==> config.mk <==
export PLATFORM = sky130hd
export DESIGN_NAME = mcycle_unit
export DESIGN_NICKNAME = d
export VERILOG_FILES = /design/src/rtl/mcycle_unit_pkg.sv /design/src/rtl/mcycle_datapath.sv /design/src/rtl/mcycle_unit.sv
export SDC_FILE = /design/constraint.sdc
export NUM_CORES = 1
export LEC_CHECK = 0
export ABC_AREA = 1
export CAP_MARGIN = 25
export CORE_ASPECT_RATIO = 0.9
export CORE_MARGIN = 3
export CORE_UTILIZATION = 63
export DETAILED_ROUTE_END_ITERATION = 10
export PLACE_DENSITY_LB_ADDON = 0.1
export SLEW_MARGIN = 20
export SYNTH_ARGS = -nofsm -noshare
export SYNTH_HDL_FRONTEND = slang
export SYNTH_SLANG_ARGS = --single-unit
==> constraint.sdc <==
create_clock -name CLK -period 12.4 [get_ports CLK]
set_input_delay 1.24 -clock CLK [delete_from_list [all_inputs] [get_ports CLK]]
set_output_delay 1.24 -clock CLK [all_outputs]
set_load 0.005 [all_outputs]
==> src/rtl/mcycle_unit_pkg.sv <==
// Shared types and constants for the iterative multiply/divide unit.
package mcycle_unit_pkg;

    typedef enum logic [1:0] {
        IDLE    = 2'd0,
        COMPUTE = 2'd1,
        DONE    = 2'd2
    } state_t;

    localparam logic OP_MUL = 1'b0;
    localparam logic OP_DIV = 1'b1;

    // Iteration counter width for a given operand width (at least one bit).
    function automatic int cnt_width(input int w);
        return (w > 1) ? $clog2(w) : 1;
    endfunction

endpackage

==> src/rtl/mcycle_datapath.sv <==
// Shift-add multiply / restoring divide datapath, one bit per step.
// acc holds {high, low}: multiply {partial product, multiplier}, divide {remainder, dividend/quotient}.
module mcycle_datapath
    import mcycle_unit_pkg::*;
#(
    parameter int WIDTH = 32
) (
    input  logic               clk,
    input  logic               rst,
    input  logic               load,
    input  logic               step,
    input  logic               op,
    input  logic [WIDTH-1:0]   operand1,
    input  logic [WIDTH-1:0]   operand2,
    output logic [2*WIDTH-1:0] acc_next
);

    logic               op_q;
    logic [WIDTH-1:0]   opnd_q;
    logic [2*WIDTH-1:0] acc;
    logic [WIDTH:0]     sum;
    logic [WIDTH:0]     trial;

    always_comb begin
        sum   = {1'b0, acc[2*WIDTH-1:WIDTH]} + (acc[0] ? {1'b0, opnd_q} : '0);
        trial = acc[2*WIDTH-1:WIDTH-1] - {1'b0, opnd_q};
        if (op_q == OP_MUL)
            acc_next = {sum, acc[WIDTH-1:1]};
        else if (!trial[WIDTH])
            acc_next = {trial[WIDTH-1:0], acc[WIDTH-2:0], 1'b1};
        else
            acc_next = {acc[2*WIDTH-2:0], 1'b0};
    end

    // opnd_q is the multiplicand or the divisor; the other operand seeds acc's low half.
    always_ff @(posedge clk or posedge rst) begin
        if (rst) begin
            op_q   <= OP_MUL;
            opnd_q <= '0;
            acc    <= '0;
        end else if (load) begin
            op_q   <= op;
            opnd_q <= (op == OP_DIV) ? operand2 : operand1;
            acc    <= {{WIDTH{1'b0}}, (op == OP_DIV) ? operand1 : operand2};
        end else if (step) begin
            acc    <= acc_next;
        end
    end

endmodule

==> src/rtl/mcycle_unit.sv <==
// Multi-cycle multiply/divide unit: Start/MCycleOp in, Busy while iterating, one-cycle done pulse.
module mcycle_unit
    import mcycle_unit_pkg::*;
#(
    parameter int WIDTH = 32
) (
    input  logic             CLK,
    input  logic             RESET,
    input  logic             Start,
    input  logic             MCycleOp,
    input  logic [WIDTH-1:0] Operand1,
    input  logic [WIDTH-1:0] Operand2,
    output logic [WIDTH-1:0] Result1,
    output logic [WIDTH-1:0] Result2,
    output logic             Busy,
    output logic             done
);

    localparam int CNT_W = cnt_width(WIDTH);

    state_t             state;
    logic [CNT_W-1:0]   cnt;
    logic               load;
    logic               step;
    logic [2*WIDTH-1:0] acc_next;

    assign load = Start && (state == IDLE || state == DONE);
    assign step = (state == COMPUTE);

    mcycle_datapath #(.WIDTH(WIDTH)) u_dp (
        .clk      (CLK),
        .rst      (RESET),
        .load     (load),
        .step     (step),
        .op       (MCycleOp),
        .operand1 (Operand1),
        .operand2 (Operand2),
        .acc_next (acc_next)
    );

    always_ff @(posedge CLK or posedge RESET) begin
        if (RESET) begin
            state   <= IDLE;
            cnt     <= '0;
            Busy    <= 1'b0;
            done    <= 1'b0;
            Result1 <= '0;
            Result2 <= '0;
        end else begin
            case (state)
                IDLE: begin
                    done <= 1'b0;
                    if (Start) begin
                        state <= COMPUTE;
                        cnt   <= '0;
                        Busy  <= 1'b1;
                    end
                end
                COMPUTE: begin
                    if (cnt == CNT_W'(WIDTH - 1)) begin
                        Result1 <= acc_next[WIDTH-1:0];
                        Result2 <= acc_next[2*WIDTH-1:WIDTH];
                        state   <= DONE;
                        Busy    <= 1'b0;
                        done    <= 1'b1;
                    end else begin
                        cnt <= cnt + CNT_W'(1);
                    end
                end
                DONE: begin
                    done <= 1'b0;
                    // A Start seen while done is high chains straight into the next operation.
                    if (Start) begin
                        state <= COMPUTE;
                        cnt   <= '0;
                        Busy  <= 1'b1;
                    end else begin
                        state <= IDLE;
                    end
                end
                default: begin
                    state <= IDLE;
                    Busy  <= 1'b0;
                    done  <= 1'b0;
                end
            endcase
        end
    end

endmodule

Yosys cells after proc, flatten, opt, wreduce, memory -nomap -nowiden
Cells that the tools add are included.
{"block": "totals", "inputBits": 68, "out_inout_bits": 66, "ff_bits": 170, "word_cells": 48}
{"block": "classes", "addsub": 3, "n_reduce_logical": 10, "n_mux": 19, "n_eq_ne": 7}
{"operator": "2-to-1 mux 64 bit", "count": 4}
{"operator": "2-to-1 mux 32 bit", "count": 3}
{"operator": "adder 32 x 33 -> 33 bit", "count": 1}
{"operator": "subtractor 33 x 32 -> 33 bit", "count": 1}
{"operator": "2-to-1 mux 5 bit", "count": 2}
{"operator": "case mux 5 bit (2 select lines)", "count": 1}
{"operator": "case mux 2 bit (3 select lines)", "count": 1}
{"operator": "AND reduction 2 bit", "count": 3}
{"operator": "adder 5 x 1 -> 5 bit (second input constant)", "count": 1}
{"operator": "== test 5 bit (second input constant)", "count": 1}
{"operator": "2-to-1 mux 1 bit", "count": 5}
{"operator": "2-to-1 mux 2 bit", "count": 2}
{"operator": "inequality test 2 x 1 -> 1 bit (second input constant)", "count": 2}
{"operator": "inequality test 2 bit (second input constant)", "count": 2}
{"operator": "nonzero test 2 bit", "count": 2}
{"operator": "AND reduction 3 bit", "count": 1}
{"operator": "== test 2 x 1 -> 1 bit (second input constant)", "count": 1}
{"operator": "== test 2 bit (second input constant)", "count": 1}
{"operator": "logical NOT 2 bit", "count": 1}
{"operator": "case mux 1 bit (2 select lines)", "count": 1}
{"operator": "OR reduction 2 bit", "count": 1}
{"operator": "logical AND 1 bit", "count": 1}
{"operator": "logical OR 1 bit", "count": 1}

Logic depth before layout (Yosys ltp)
{"block": "logic_depth", "depth_word": 5, "mapped_depth": 21, "ltp_nobuf": 20}

By module
Synthesis repeated with hierarchy kept, for this count alone.
{"block": "unflattened", "hier_cells": 2077, "area_unflattened_um2": 13291.5}
{"module": "mcycle_datapath", "seq_area_each_um2": 2427.3, "area_per_inst_um2": 10445.0, "cells_per_inst": 1758, "n_inst": 1}
{"module": "mcycle_unit", "seq_area_each_um2": 1826.8, "area_per_inst_um2": 2846.5, "cells_per_inst": 319, "n_inst": 1}

Least setup slack after synthesis
OpenSTA, ideal clock, no wires.
{"block": "synth_path", "kind": "register to register", "startpoint": "reg u_dp.acc[0]", "endpoint": "reg u_dp.acc[61]", "period_less_slack_ns": 2.509, "slack_ns": 9.891, "arrival_ns": 2.392, "setup_ns": 0.117, "stages_incl_launch_ff": 18, "n_path_buf": 2, "required_time_ns": 12.283, "cell_sequence": "dfrtp_1 clkbuf_1 clkbuf_1 nand2_1 inv_1 ha_1 fa_1 nand2_1 o21ai_2 a21oi_1 o21ai_0 nand3_1 nand2_1 nand2_1 nand3_1 nand2_1 nand2_1 nand2_1"}
{"block": "synth_via", "elab_chain_len": 5}
{"element": "start, declared", "line": "mcycle_datapath.sv:20", "rtl": "logic [2*WIDTH-1:0] acc;"}
{"element": "start signal, assigned", "line": "mcycle_datapath.sv:44", "rtl": "acc <= {{WIDTH{1'b0}}, (op == OP_DIV) ? operand1 : operand2};"}
{"element": "start signal, assigned", "line": "mcycle_datapath.sv:46", "rtl": "acc <= acc_next;"}
{"element": "2-to-1 mux 32 bit", "line": "mcycle_datapath.sv:25", "rtl": "sum = {1'b0, acc[2*WIDTH-1:WIDTH]} + (acc[0] ? {1'b0, opnd_q} : '0);"}
{"element": "adder 32 x 33 -> 33 bit", "line": "mcycle_datapath.sv:25"}
{"element": "2-to-1 mux 64 bit", "line": "mcycle_datapath.sv:27", "rtl": "if (op_q == OP_MUL)"}
{"element": "2-to-1 mux 64 bit", "line": "mcycle_datapath.sv:45", "rtl": "end else if (step) begin"}
{"element": "2-to-1 mux 64 bit", "line": "mcycle_datapath.sv:41", "rtl": "end else if (load) begin"}
Every way passes these cells. The select of a mux whose other input is x is not followed.
A chain may end at the register's enable or synchronous reset.

Final worst setup path
{"block": "layout_path", "startpoint": "reg u_dp.acc[31]", "endpoint": "reg u_dp.acc[58]"}
{"block": "layout_via", "elab_chain_len": 5}
{"element": "subtractor 33 x 32 -> 33 bit", "line": "mcycle_datapath.sv:26", "rtl": "trial = acc[2*WIDTH-1:WIDTH-1] - {1'b0, opnd_q};"}
{"element": "2-to-1 mux 64 bit", "line": "mcycle_datapath.sv:29", "rtl": "else if (!trial[WIDTH])"}
{"element": "2-to-1 mux 64 bit", "line": "mcycle_datapath.sv:27"}
{"element": "2-to-1 mux 64 bit", "line": "mcycle_datapath.sv:45"}
{"element": "2-to-1 mux 64 bit", "line": "mcycle_datapath.sv:41"}
Every way passes these cells. The select of a mux whose other input is x is not followed.

==> flow_summary.json <==
{
  "avgViaCountPerCell": 5.94,
  "fin_crit_sh_pct": 28.0,
  "synth_compound_area_share_pct": 13.1,
  "synthMuxAreaShare_pct": 0,
  "postSynthAreaPerCell_um2": 6.27,
  "cp-end-kind": "flip-flop",
  "drtPass1Iterations": 6,
  "crit_path_start_kind": "flip-flop",
  "groute.usage.overall_pct": 40.1,
  "row_count": 49,
  "numPortBuffers": 133,
  "grt_first_pass_wirelength_um": 69900,
  "min_to": "Result1[14]",
  "finalMaxSlewViolations": 0,
  "htreeDepth": 4,
  "synth-xor-area-share_pct": 1.14,
  "synth_edf_count": 0,
  "ys_ff_latch": 170,
  "core-area_um2": 20200,
  "cts_resized": 0,
  "grt_pass1_vias": 13400,
  "async_flop_share_pct": 100,
  "grt_overflow": 0,
  "drt.antenna.violating_nets": 0,
  "post_cts_buffers": 0,
  "max_clock_freq_mhz": 288,
  "insertion_delay_ps": 450,
  "multi_input_area_um2": 7280,
  "hold-worst-slack_ps": 473,
  "setup_violations": 0,
  "synth_top_family_by_area": "simple AND/OR/NAND/NOR gates",
  "drive_gt1_share_pct": 3.57,
  "drc": 0,
  "fin_tns_setup_ps": 0,
  "yosysUniqueCellTypes": 39,
  "antenna_found_initial": 0,
  "final_cell_mix": "814 x nand2_1, 321 x inv_1, 168 x dfrtp_1",
  "cts_tree": "done",
  "cts_max_path_buffers": 2,
  "powerDensity_nw_per_um2": 336,
  "worst_pin_slew_ps": 1010,
  "die_x_um": 158,
  "ir_drop_mv": 0.346,
  "die_y_um": 143,
  "clkTransAtPathRegs_ps": 80,
  "total_power_mw": 5.09,
  "clockRootBuffer": "clkbuf_16",
  "hpwl_um": 33700,
  "finalCriticalPeriod_ps": 3470,
  "yosys.area_share.simple_pct": 34.7,
  "power_leakage_nw": 8.39,
  "yosysSeqAreaShare_pct": 32.5,
  "io_pins": 134,
  "max_cap_viol_count": 0,
  "whs_path_depth": 2,
  "r2r_slack_ps": 8930,
  "fillCellCount": 1643,
  "fin_util_pct": 75.1,
  "numClockSinks": 170,
  "routed_wl_um": 45600,
  "r2r-start": "u_dp.acc[31]",
  "fin_skew_ps": 13.5,
  "vias": 14500,
  "slew_headroom_pct": 32.4,
  "routabilityCongestion": 1.07,
  "dieArea_um2": 22500,
  "regArea_um2": 4260,
  "critPathKind": "flip-flop to flip-flop",
  "outcome": "complete, no violations",
  "crit_required_ps": 12790,
  "cts_buffers": 17,
  "grt_max_degree": 98,
  "hold_viol": 0,
  "stdcell_count": 2442,
  "first_iter_violations": 2129,
  "synthCells": 2086,
  "worst-path-max-fanout": 30,
  "reg2reg_depth": 20,
  "synth_warnings": 0,
  "synthFlopType": "dfrtp_1",
  "syn_area_um2": 13100,
  "syn_nets": 2222,
  "final_nets": 2310,
  "ctsHoldBuffers": 0,
  "r2r_end": "u_dp.acc[58]",
  "synth_adder_area_share_pct": 6.62,
  "start_util_pct": 64.8,
  "avgRoutedWirePerCell_um": 18.7,
  "arrival_ps": 3860,
  "rsz0062_at_grt": "false",
  "dp.cells": 2409,
  "area_delta_synth_final_pct": 15.8,
  "final_common_cell": "nand2_1",
  "hp-start": "Result1[14]",
  "n_antenna_cell": 0,
  "holdCritPathClass": "flip-flop to flip-flop"
}
-- final cells by class --
cell class              count  area share [%]
well taps                 255            2.11
clock buffers              17            2.81
repair buffers            143            9.39
clock inverters            15            1.38
inverters                 326            8.13
multi-input cells        1516            48.1
flip-flops and latches    170            28.1
-- synth_stat cells (2+ instances only) --
| cell type | number | area (um2) |
|---|---|---|
| nand3_1 | 139 | 696 |
| o22ai_1 | 12 | 75.1 |
| buf_1 | 5 | 18.8 |
| o211ai_1 | 6 | 45.0 |
| xor2_1 | 14 | 123 |
| a221o_1 | 13 | 130 |
| ha_1 | 66 | 826 |
| buf_4 | 5 | 37.5 |
| inv_2 | 3 | 11.3 |
| nand3b_1 | 3 | 22.5 |
| clkbuf_1 | 57 | 214 |
| o21ai_0 | 136 | 681 |
| nor2_2 | 6 | 37.5 |
| or2_2 | 5 | 31.3 |
| buf_2 | 3 | 15.0 |
| a21boi_0 | 2 | 15.0 |
| o21bai_1 | 6 | 45.0 |
| xnor2_1 | 3 | 26.3 |
| a21oi_1 | 106 | 531 |
| o21ai_1 | 4 | 20.0 |
| nor2_1 | 118 | 443 |
| a21o_1 | 5 | 37.5 |
| nand2_1 | 814 | 3060 |
| o21a_1 | 2 | 15.0 |
| fa_1 | 2 | 40.0 |
| nor3_1 | 11 | 55.1 |
| o221ai_1 | 12 | 105 |
| and2_1 | 4 | 25.0 |
| nand4_1 | 9 | 56.3 |
| nand2_2 | 12 | 75.1 |
| dfrtp_1 | 170 | 4250 |
| buf_6 | 4 | 45.0 |
| inv_1 | 323 | 1210 |
-- state kept, by name (all words and copies together) (netlist names) --
| signal | cells |
|---|---|
| Busy | 1 |
| done | 1 |
| cnt | 5 |
| state | 2 |
| Result1 | 32 |
| u_dp.op_q | 1 |
| Result2 | 32 |
| u_dp.acc | 64 |
| u_dp.opnd_q | 32 |
-- worst max-delay path, cell delays in order (launching register included) --
cell	delay [ps]
dfrtp_1	330
inv_1	120
ha_1	280
fa_1	460
inv_1	90
nand2_1	50
nand2_1	70
nand3_1	80
nand2_2	190
nand2_1	100
nand2_2	140
nand2_2	90
nand2_2	70
nand2_1	60
nand2_2	530
nand2_1	100
nand2_1	90
nand2_1	70
nand2_1	270
nand2_1	120
nand2_1	100
-- metrics by stage --
step           instance area, um2  setup slack [ps]
2_1_floorplan               13100              6560
3_3_place_gp                14500              8720
3_5_place_dp                14500              8670
4_1_cts                     15100              8960
5_1_grt                     15100              8800
6_report                    15100              8930
-- report_power, final --
part           leakage [nW]  total, mW  internal, mW  switching (mW)
sequential             2.01       1.05         0.817           0.232
clock                 0.304      0.577         0.281           0.296
combinational          6.08       3.47          1.15            2.32
-- routing by layer --
layer | GRT usage [%] | vias to the layer above | wire, um
met1 | 54.0 | 6540 | 17700
li1 | - | 6720 | -
met3 | 11.5 | 196 | 5960
met5 | 0 | - | 0
met4 | 18.6 | 0 | 2370
met2 | 59.9 | 1060 | 19600
-- how the worst max path moves through the flow --
| stage | from | endpoint | slack, ps | depth (start not counted) |
|---|---|---|---|---|
| after detailed placement | Start | u_dp.acc[0] | 8670 | 9 |
| after CTS | u_dp.acc[0] | u_dp.acc[59] | 8960 | 16 |
| after global placement | Start | u_dp.acc[0] | 8720 | 9 |
| after floorplan | RESET | Busy | 6560 | 1 |
| final | u_dp.acc[31] | u_dp.acc[58] | 8930 | 20 |
| after global routing | u_dp.acc[31] | u_dp.acc[59] | 8800 | 20 |
-- kinds of logic after synthesis --
logic type / after synthesis
xor+xnor: 17
fa+ha+maj: 68
buf+inv: 400
simple gates: 1126
flops: 170
compound gates: 305
No activity file was read; power rests on OpenSTA's default activity.
